===== src/rtl/mux_pkg.sv =====
// Shared definitions for the N-input registered selector: mode encodings and
// helpers for addressing one channel inside a flattened data bus.
package mux_pkg;

   localparam logic MODO_FIJO = 1'b0;
   localparam logic MODO_RR   = 1'b1;

   // Bit offset of channel k in a flattened bus of db-bit words; used both to
   // pack a word into the bus and to slice it back out.
   function automatic int unsigned chanLsb(input int unsigned k, input int unsigned db);
      return k * db;
   endfunction

endpackage


===== src/rtl/rr_arbiter.sv =====
// Round-robin arbiter: cyclic priority search starting at ptr, plus the ptr
// register that moves past the winner whenever a grant is consumed.
module rr_arbiter #(
   parameter  int unsigned NCH = 3,
   localparam int unsigned SW  = (NCH > 1) ? $clog2(NCH) : 1
) (
   input  logic           clk,
   input  logic           rst_n,
   input  logic [NCH-1:0] req,
   input  logic           advance,
   output logic [SW-1:0]  grant,
   output logic           grantValid
);

   logic [SW-1:0]    ptrQ, ptrD;
   logic [2*NCH-1:0] reqDbl;
   logic [NCH-1:0]   reqRot;
   int unsigned      idx;

   // Rotate requests so ptr lands on bit 0, then take the lowest set bit.
   always_comb begin
      reqDbl     = {req, req} >> ptrQ;
      reqRot     = reqDbl[NCH-1:0];
      grant      = '0;
      grantValid = 1'b0;
      idx        = 0;
      for (int i = NCH - 1; i >= 0; i--) begin
         if (reqRot[i]) begin
            idx = int'(ptrQ) + i;
            if (idx >= NCH) idx = idx - NCH;
            grant      = SW'(idx);
            grantValid = 1'b1;
         end
      end
   end

   always_comb begin
      ptrD = ptrQ;
      if (advance && grantValid) begin
         ptrD = (grant == SW'(NCH - 1)) ? '0 : grant + SW'(1);
      end
   end

   always_ff @(posedge clk or negedge rst_n) begin
      if (!rst_n) ptrQ <= '0;
      else        ptrQ <= ptrD;
   end

endmodule


===== src/rtl/mux_nin_1out_rr.sv =====
// Registered N-to-1 selector with valid/ready handshakes on every channel and
// on the output; selection is either by external index or round-robin.
module mux_nin_1out_rr
   import mux_pkg::*;
#(
   parameter  int unsigned DB  = 16,
   parameter  int unsigned NCH = 3,
   localparam int unsigned SW  = (NCH > 1) ? $clog2(NCH) : 1
) (
   input  logic              clk,
   input  logic              rst_n,
   input  logic [NCH*DB-1:0] dato_in,
   input  logic [NCH-1:0]    valid_in,
   output logic [NCH-1:0]    ready_in,
   input  logic [SW-1:0]     sel,
   input  logic              modo,
   output logic [DB-1:0]     salida,
   output logic              salida_valid,
   input  logic              salida_ready,
   output logic [SW-1:0]     canal_out
);

   logic [SW-1:0] rrGrant, fixGrant, grant;
   logic          rrValid, fixValid, grantValid;
   logic          loadEn, transfer, advance;
   logic [DB-1:0] grantData;

   rr_arbiter #(
      .NCH(NCH)
   ) uArb (
      .clk       (clk),
      .rst_n     (rst_n),
      .req       (valid_in),
      .advance   (advance),
      .grant     (rrGrant),
      .grantValid(rrValid)
   );

   // An out-of-range sel matches no channel and therefore never grants.
   always_comb begin
      fixGrant = sel;
      fixValid = 1'b0;
      for (int k = 0; k < NCH; k++) begin
         if (sel == SW'(k) && valid_in[k]) fixValid = 1'b1;
      end
   end

   assign grant      = (modo == MODO_RR) ? rrGrant : fixGrant;
   assign grantValid = (modo == MODO_RR) ? rrValid : fixValid;
   assign loadEn     = !salida_valid || salida_ready;
   assign transfer   = rst_n && loadEn && grantValid;
   assign advance    = transfer && (modo == MODO_RR);

   always_comb begin
      ready_in  = '0;
      grantData = '0;
      for (int k = 0; k < NCH; k++) begin
         if (grant == SW'(k)) begin
            ready_in[k] = transfer;
            grantData   = dato_in[chanLsb(k, DB) +: DB];
         end
      end
   end

   always_ff @(posedge clk or negedge rst_n) begin
      if (!rst_n) begin
         salida       <= '0;
         salida_valid <= 1'b0;
         canal_out    <= '0;
      end else if (transfer) begin
         salida       <= grantData;
         canal_out    <= grant;
         salida_valid <= 1'b1;
      end else if (salida_ready) begin
         salida_valid <= 1'b0;
      end
   end

endmodule

===== config.mk =====
export PLATFORM = sky130hd
export DESIGN_NAME = mux_nin_1out_rr
export DESIGN_NICKNAME = d
export VERILOG_FILES = /design/src/rtl/mux_pkg.sv /design/src/rtl/rr_arbiter.sv /design/src/rtl/mux_nin_1out_rr.sv
export SDC_FILE = /design/constraint.sdc
export NUM_CORES = 1
export LEC_CHECK = 0
export ABC_AREA = 1
export CORE_ASPECT_RATIO = 0.9
export CORE_MARGIN = 2
export CORE_UTILIZATION = 35
export DETAILED_ROUTE_END_ITERATION = 10
export PLACE_DENSITY = 0.77
export REMOVE_ABC_BUFFERS = 1
export SETUP_SLACK_MARGIN = 0.3
export SLEW_MARGIN = 40
export SYNTH_ARGS = -nofsm -noshare
export SYNTH_HDL_FRONTEND = slang
export SYNTH_HIERARCHICAL = 1
export SYNTH_SLANG_ARGS = --single-unit

===== constraint.sdc =====
create_clock -name clk -period 2.9 [get_ports clk]
set_input_delay 0.58 -clock clk [delete_from_list [all_inputs] [get_ports clk]]
set_output_delay 0.58 -clock clk [all_outputs]
set_load 0.005 [all_outputs]

After elaboration in Yosys (flattened, before gate mapping)
Cells that the tools add are included.
- flip-flop bits (word level): 21
- output and inout bits: 22
- logic and storage cells: 54
- add/sub/neg operators: 6
- $lt $le $gt $ge: 3
- equal/unequal tests: 5
- shift operators: 1
- muxes and demuxes: 23
- reduce and logical (&&, ||, !) cells: 12
- operators with widths (cell ; number):
    2-to-1 mux 16 bit ; 3
    2-to-1 mux 2 bit ; 8
    2-to-1 mux 1 bit ; 12
    logical AND 1 bit ; 7
    == test 2 bit, second input constant ; 3
    >= comparator 3 x 2 -> 1 bit, second input constant ; 2
    right shift 6 x 2 -> 3 bit ; 1
    subtractor 2 bit, second input constant ; 3
    == test 2 x 1 -> 1 bit, second input constant ; 2
    zero test 2 bit ; 2
    adder 2 x 1 -> 3 bit, second input constant ; 1
    adder 2 x 2 -> 3 bit, second input constant ; 1
    adder 2 x 1 -> 2 bit, second input constant ; 1
    >= comparator 2 bit, second input constant ; 1
    nonzero test 2 bit ; 1
    zero test 1 bit ; 1
    logical OR 1 bit ; 1

Longest topological paths before layout
- depth in word-level cells: 11
- mapped depth: 18
- depth with buffers taken out: 17

By module
The synthesis kept the hierarchy.
- by module, submodules not included (module ; times used ; cells each ; area each (um2) ; sequential area each (um2)):
    mux_nin_1out_rr ; 1 ; 184 ; 1325.0 ; 475.5
    rr_arbiter ; 1 ; 58 ; 351.6 ; 50.0

Worst setup path before layout
No wires, ideal clock.
- kind: input to output
- start: input valid_in[1]
- end: output ready_in[0]
- data arrival time: 1683 ps
- path slack: 637 ps
- cell stages on the path: 12
- buffers on the path: 1
- cells stage by stage: inv_1 -> nand2_1 -> nand2_2 -> nand2_1 -> nand2_2 -> or2_0 -> nand2_1 -> inv_1 -> nand2_1 -> nand2_4 -> buf_6 -> nor3_1
- longest elaborated chain between the ends: 7
- elaborated cells on any way between the ends: 15
- classes of those cells: shift (1); mux (11); reduce/logical (3)
- RTL lines (what ; RTL line ; source):
    from (decl) ; mux_nin_1out_rr.sv:13 ; input logic [NCH-1:0] valid_in,
    right shift 6 x 2 -> 3 bit * ; rr_arbiter.sv:22 ; reqDbl = {req, req} >> ptrQ;
    2-to-1 mux 2 bit (2 in a row) ; rr_arbiter.sv:28 ; if (reqRot[i]) begin
    2-to-1 mux 2 bit * ; rr_arbiter.sv:28 ;
    net rrGrant[1] ; mux_nin_1out_rr.sv:23 ; logic [SW-1:0] rrGrant, fixGrant, grant;
    2-to-1 mux 2 bit * ; mux_nin_1out_rr.sv:48 ; assign grant = (modo == MODO_RR) ? rrGrant : fixGrant;
    zero test 2 bit * ; mux_nin_1out_rr.sv:58 ; if (grant == SW'(k)) begin
    2-to-1 mux 1 bit * ; mux_nin_1out_rr.sv:58 ;
    to (decl) ; mux_nin_1out_rr.sv:14 ; output logic [NCH-1:0] ready_in,
Mark *: on every way through the listed nets, which the timed path passes. The rest lies on a longest branch.

Worst setup path after layout
- start: register uArb.ptrQ[0]
- end: output ready_in[1]
- longest elaborated chain between the ends: 9
- elaborated cells on any way between the ends: 23
- classes of those cells: add/sub (5); order compare (3); eq/ne (1); shift (1); mux (12); reduce/logical (1)
- RTL lines (what ; RTL line ; source):
    from (decl) ; rr_arbiter.sv:15 ; logic [SW-1:0] ptrQ, ptrD;
    from (signal assigned) ; rr_arbiter.sv:46 ; else ptrQ <= ptrD;
    adder 2 x 2 -> 3 bit ; rr_arbiter.sv:29 ; idx = int'(ptrQ) + i;
    >= comparator 3 x 2 -> 1 bit or subtractor 2 bit (tied branches) ; rr_arbiter.sv:30 ; if (idx >= NCH) idx = idx - NCH;
    2-to-1 mux 2 bit ; rr_arbiter.sv:30 ;
    2-to-1 mux 2 bit (2 in a row) ; rr_arbiter.sv:28 ;
    2-to-1 mux 2 bit * ; rr_arbiter.sv:28 ;
    net rrGrant[0] ; mux_nin_1out_rr.sv:23 ;
    2-to-1 mux 2 bit * ; mux_nin_1out_rr.sv:48 ;
    == test 2 x 1 -> 1 bit * ; mux_nin_1out_rr.sv:58 ;
    2-to-1 mux 1 bit * ; mux_nin_1out_rr.sv:58 ;
Marked as above.

==> impl_metrics.tcl <==
set metrics [dict create \
    p_clk_frac 0.087 \
    pwr-share-comb 0.678 \
    critPathKind "register to output port" \
    htree_levels 1 \
    cp-start-kind "register" \
    critPathCaptureType "output port" \
    area_growth_pct 61.3 \
    layout-drive-gt1-share 0.231 \
    die_w_um 77.0 \
    crit_arrival_ns 1.97 \
    cellPowerDensity_nw_per_um2 803 \
    pwr-share-seq 0.234 \
    clk_pin_slew_worst_paths_ns 0.07 \
    antenna_found_initial 0 \
    grt_util_all_layers 0.185 \
    setup_viol 0 \
    cts_max_path_buffers 2 \
    crit_fanout 6 \
    dpl.hpwl_um 3710 \
    min_path_type "register to register" \
    grt_pass1_wl_um 8130 \
    whs_ns 0.480 \
    drv_cap 0 \
    switching_share 0.438 \
    diodes 0 \
    ys_types 23 \
    die_area_um2 5360 \
    max_freq_mhz 392 \
    drtAntennaViolNets 0 \
    dr.pass1.iters 4 \
    vias_per_cell 4.78 \
    worstMarginPinSlew_ns 0.324 \
    r2r_slack_ns 0.59 \
    finalHoldViolations 0 \
    clk_latency_ns 0.26 \
    yosysSeqAreaShare 0.313 \
    status "completed" \
    drc 0 \
    peakVddDrop_v 0.000371 \
    yosysWarnings 6 \
    routed_wl_um 4880 \
    wl_per_cell_um 12.3 \
    critPathRequiredTime_ns 2.32 \
    ys_ff_latch 21 \
    die_h_um 69.7 \
    relSlewSlack 0.784 \
    grt-ovfl-total 0 \
    start_util 0.371 \
    syn_area_um2 1680 \
    cts_buffers 3 \
    p_int_w 0.00122 \
    numPortBuffers 78 \
    postCtsHoldBufs 0 \
    dp_slack_ns -0.433 \
    worst_slack_ns 0.351 \
    tritoncts "built" \
    rsz0062_at_grt "yes" \
    gp_congestion 0.807 \
    clock_sinks 21 \
    power_switching_w 0.000952 \
    synth_area_per_cell_um2 6.93 \
    cts-root-buf "clkbuf_8" \
    drt_iter0_markers 98 \
    cellLeakagePower_nw 1.30 \
    grt_max_degree 33 \
    grt_pass1_vias 1748 \
    top_level_ports 79 \
    nets 394 \
    vias 1888 \
    skew_ns 0.00516 \
    fin_crit_sh 0.879 \
    post-route-min-period_ns 2.55 \
    core_area_um2 4520 \
    netlist_instances 242 \
    num_rows 23 \
    slew_viol_final 0 \
]
## state kept, by name, summed over array words and instances, names as in the netlist
signal	flops
salida_valid	1
uArb/ptrQ	2
canal_out	2
salida	16
## metal layers
metal / wire, µm / up-vias / share of wire / global-route usage
met3: 374 / 4 / 0.077 / 0.0625
met4: 21 / 0 / 0.0043 / 0.0242
li1: - / 968 / - / -
met2: 2530 / 57 / 0.52 / 0.327
met1: 1960 / 859 / 0.40 / 0.222
met5: 0 / - / 0 / 0
## cells in the mapped netlist
| master | count | area [µm²] |
|---|---|---|
| buf_2 | 1 | 5.00 |
| buf_4 | 7 | 52.6 |
| buf_6 | 2 | 22.5 |
| buf_8 | 1 | 15.0 |
| dfrtp_1 | 21 | 526 |
| ha_1 | 3 | 37.5 |
| inv_1 | 10 | 37.5 |
| inv_2 | 4 | 15.0 |
| inv_4 | 1 | 6.26 |
| nand2_1 | 85 | 319 |
| nand2_2 | 11 | 68.8 |
| nand2_4 | 2 | 22.5 |
| nand3_1 | 72 | 360 |
| nand3_2 | 5 | 50.1 |
| nand3_4 | 1 | 17.5 |
| nor2_1 | 6 | 22.5 |
| nor2_2 | 1 | 6.26 |
| nor2_4 | 4 | 45.0 |
| nor2_8 | 1 | 20.0 |
| nor3_1 | 1 | 5.00 |
| o21ai_2 | 1 | 8.76 |
| o21bai_1 | 1 | 7.51 |
| or2_0 | 1 | 6.26 |
## power by group through the flow
| stage | clock network [W] | logic, W | registers (W) |
|---|---|---|---|
| floorplan | 0 | 0.000720 | 0.000502 |
| global placement | 0 | 0.00131 | 0.000502 |
| detailed placement | 0 | 0.00133 | 0.000504 |
| CTS | 0.000197 | 0.00139 | 0.000510 |
| global route | 0.000206 | 0.00162 | 0.000526 |
| finish | 0.000190 | 0.00147 | 0.000509 |
## critical path, cell delays in order, from the launching register on
cell,delay [ns]
dfrtp_2,0.45
clkinv_4,0.13
ha_4,0.29
nand3_1,0.08
nand2_1,0.10
nor2_2,0.05
nor2_2,0.13
nand2_2,0.08
nand2_4,0.09
nand2_1,0.08
nor2_1,0.09
buf_2,0.13
## final timing paths
check,start,to,depth (start not counted)
hold / removal,salida[11],salida[11],2
min in group asynchronous,rst_n,salida[4],2
hold reg to reg,salida[11],salida[11],2
setup / recovery,uArb/ptrQ[0],ready_in[1],11
setup reg to reg,uArb/ptrQ[0],salida[13],16
max in group asynchronous,rst_n,uArb/ptrQ[1],2
## layout by cell type (no fill, tap or decap), types with 3 or more instances in the layout
| cell type | instances |
|---|---|
| dfrtp_1 | 19 |
| nor2_4 | 4 |
| inv_1 | 8 |
| clkbuf_8 | 3 |
| nand3_1 | 71 |
| nand3_2 | 6 |
| nand2_4 | 5 |
| nand2_1 | 77 |
| nor2_2 | 3 |
| buf_4 | 18 |
| buf_2 | 3 |
| clkdlybuf4s50_1 | 72 |
| inv_2 | 5 |
| nor2_1 | 4 |
| nand2_2 | 16 |
## layout make-up
class / count / area [µm²]
fill: 428 / 1810
multi-input combinational: 195 / 1070
timing repair buffer: 98 / 923
sequential: 21 / 528
tap: 62 / 77.6
inverter: 15 / 63.8
clock buffer: 4 / 45.0
## through the flow
step / power, W / std cells / cell area [µm²] / utilization / TNS (ns)
final: 0.00217 / 395 / 2700 / 0.598 / 0
after global routing: 0.00236 / 395 / 2700 / 0.598 / 0
after CTS: 0.00210 / 393 / 2680 / 0.593 / 0
after detailed placement: 0.00184 / 388 / 2580 / 0.571 / -1.04
after global placement: 0.00181 / 388 / 2580 / 0.571 / -0.863
after floorplan: 0.00122 / 231 / 1580 / - / 0
## cell families (layout without fill, tap and decap cells)
kind of cell,count (synthesis),after routing,share of synthesized area
flip-flops,21,21,0.313
AND/OR/NAND/NOR,190,190,0.563
AO/OA/AOI/OAI,2,2,0.00970
buffers and inverters,26,117,0.0918
adder cells (fa/ha/maj),3,3,0.0224
## timing repair
item                                    in CTS  in global routing
setup buffers                                1                  2
gates resized for setup                     26                 19
endpoints found under the hold margin        0                  0
pin swaps                                    7                 12
endpoints found under the setup margin       3                  3
No activity file was read; power rests on OpenSTA's default activity.
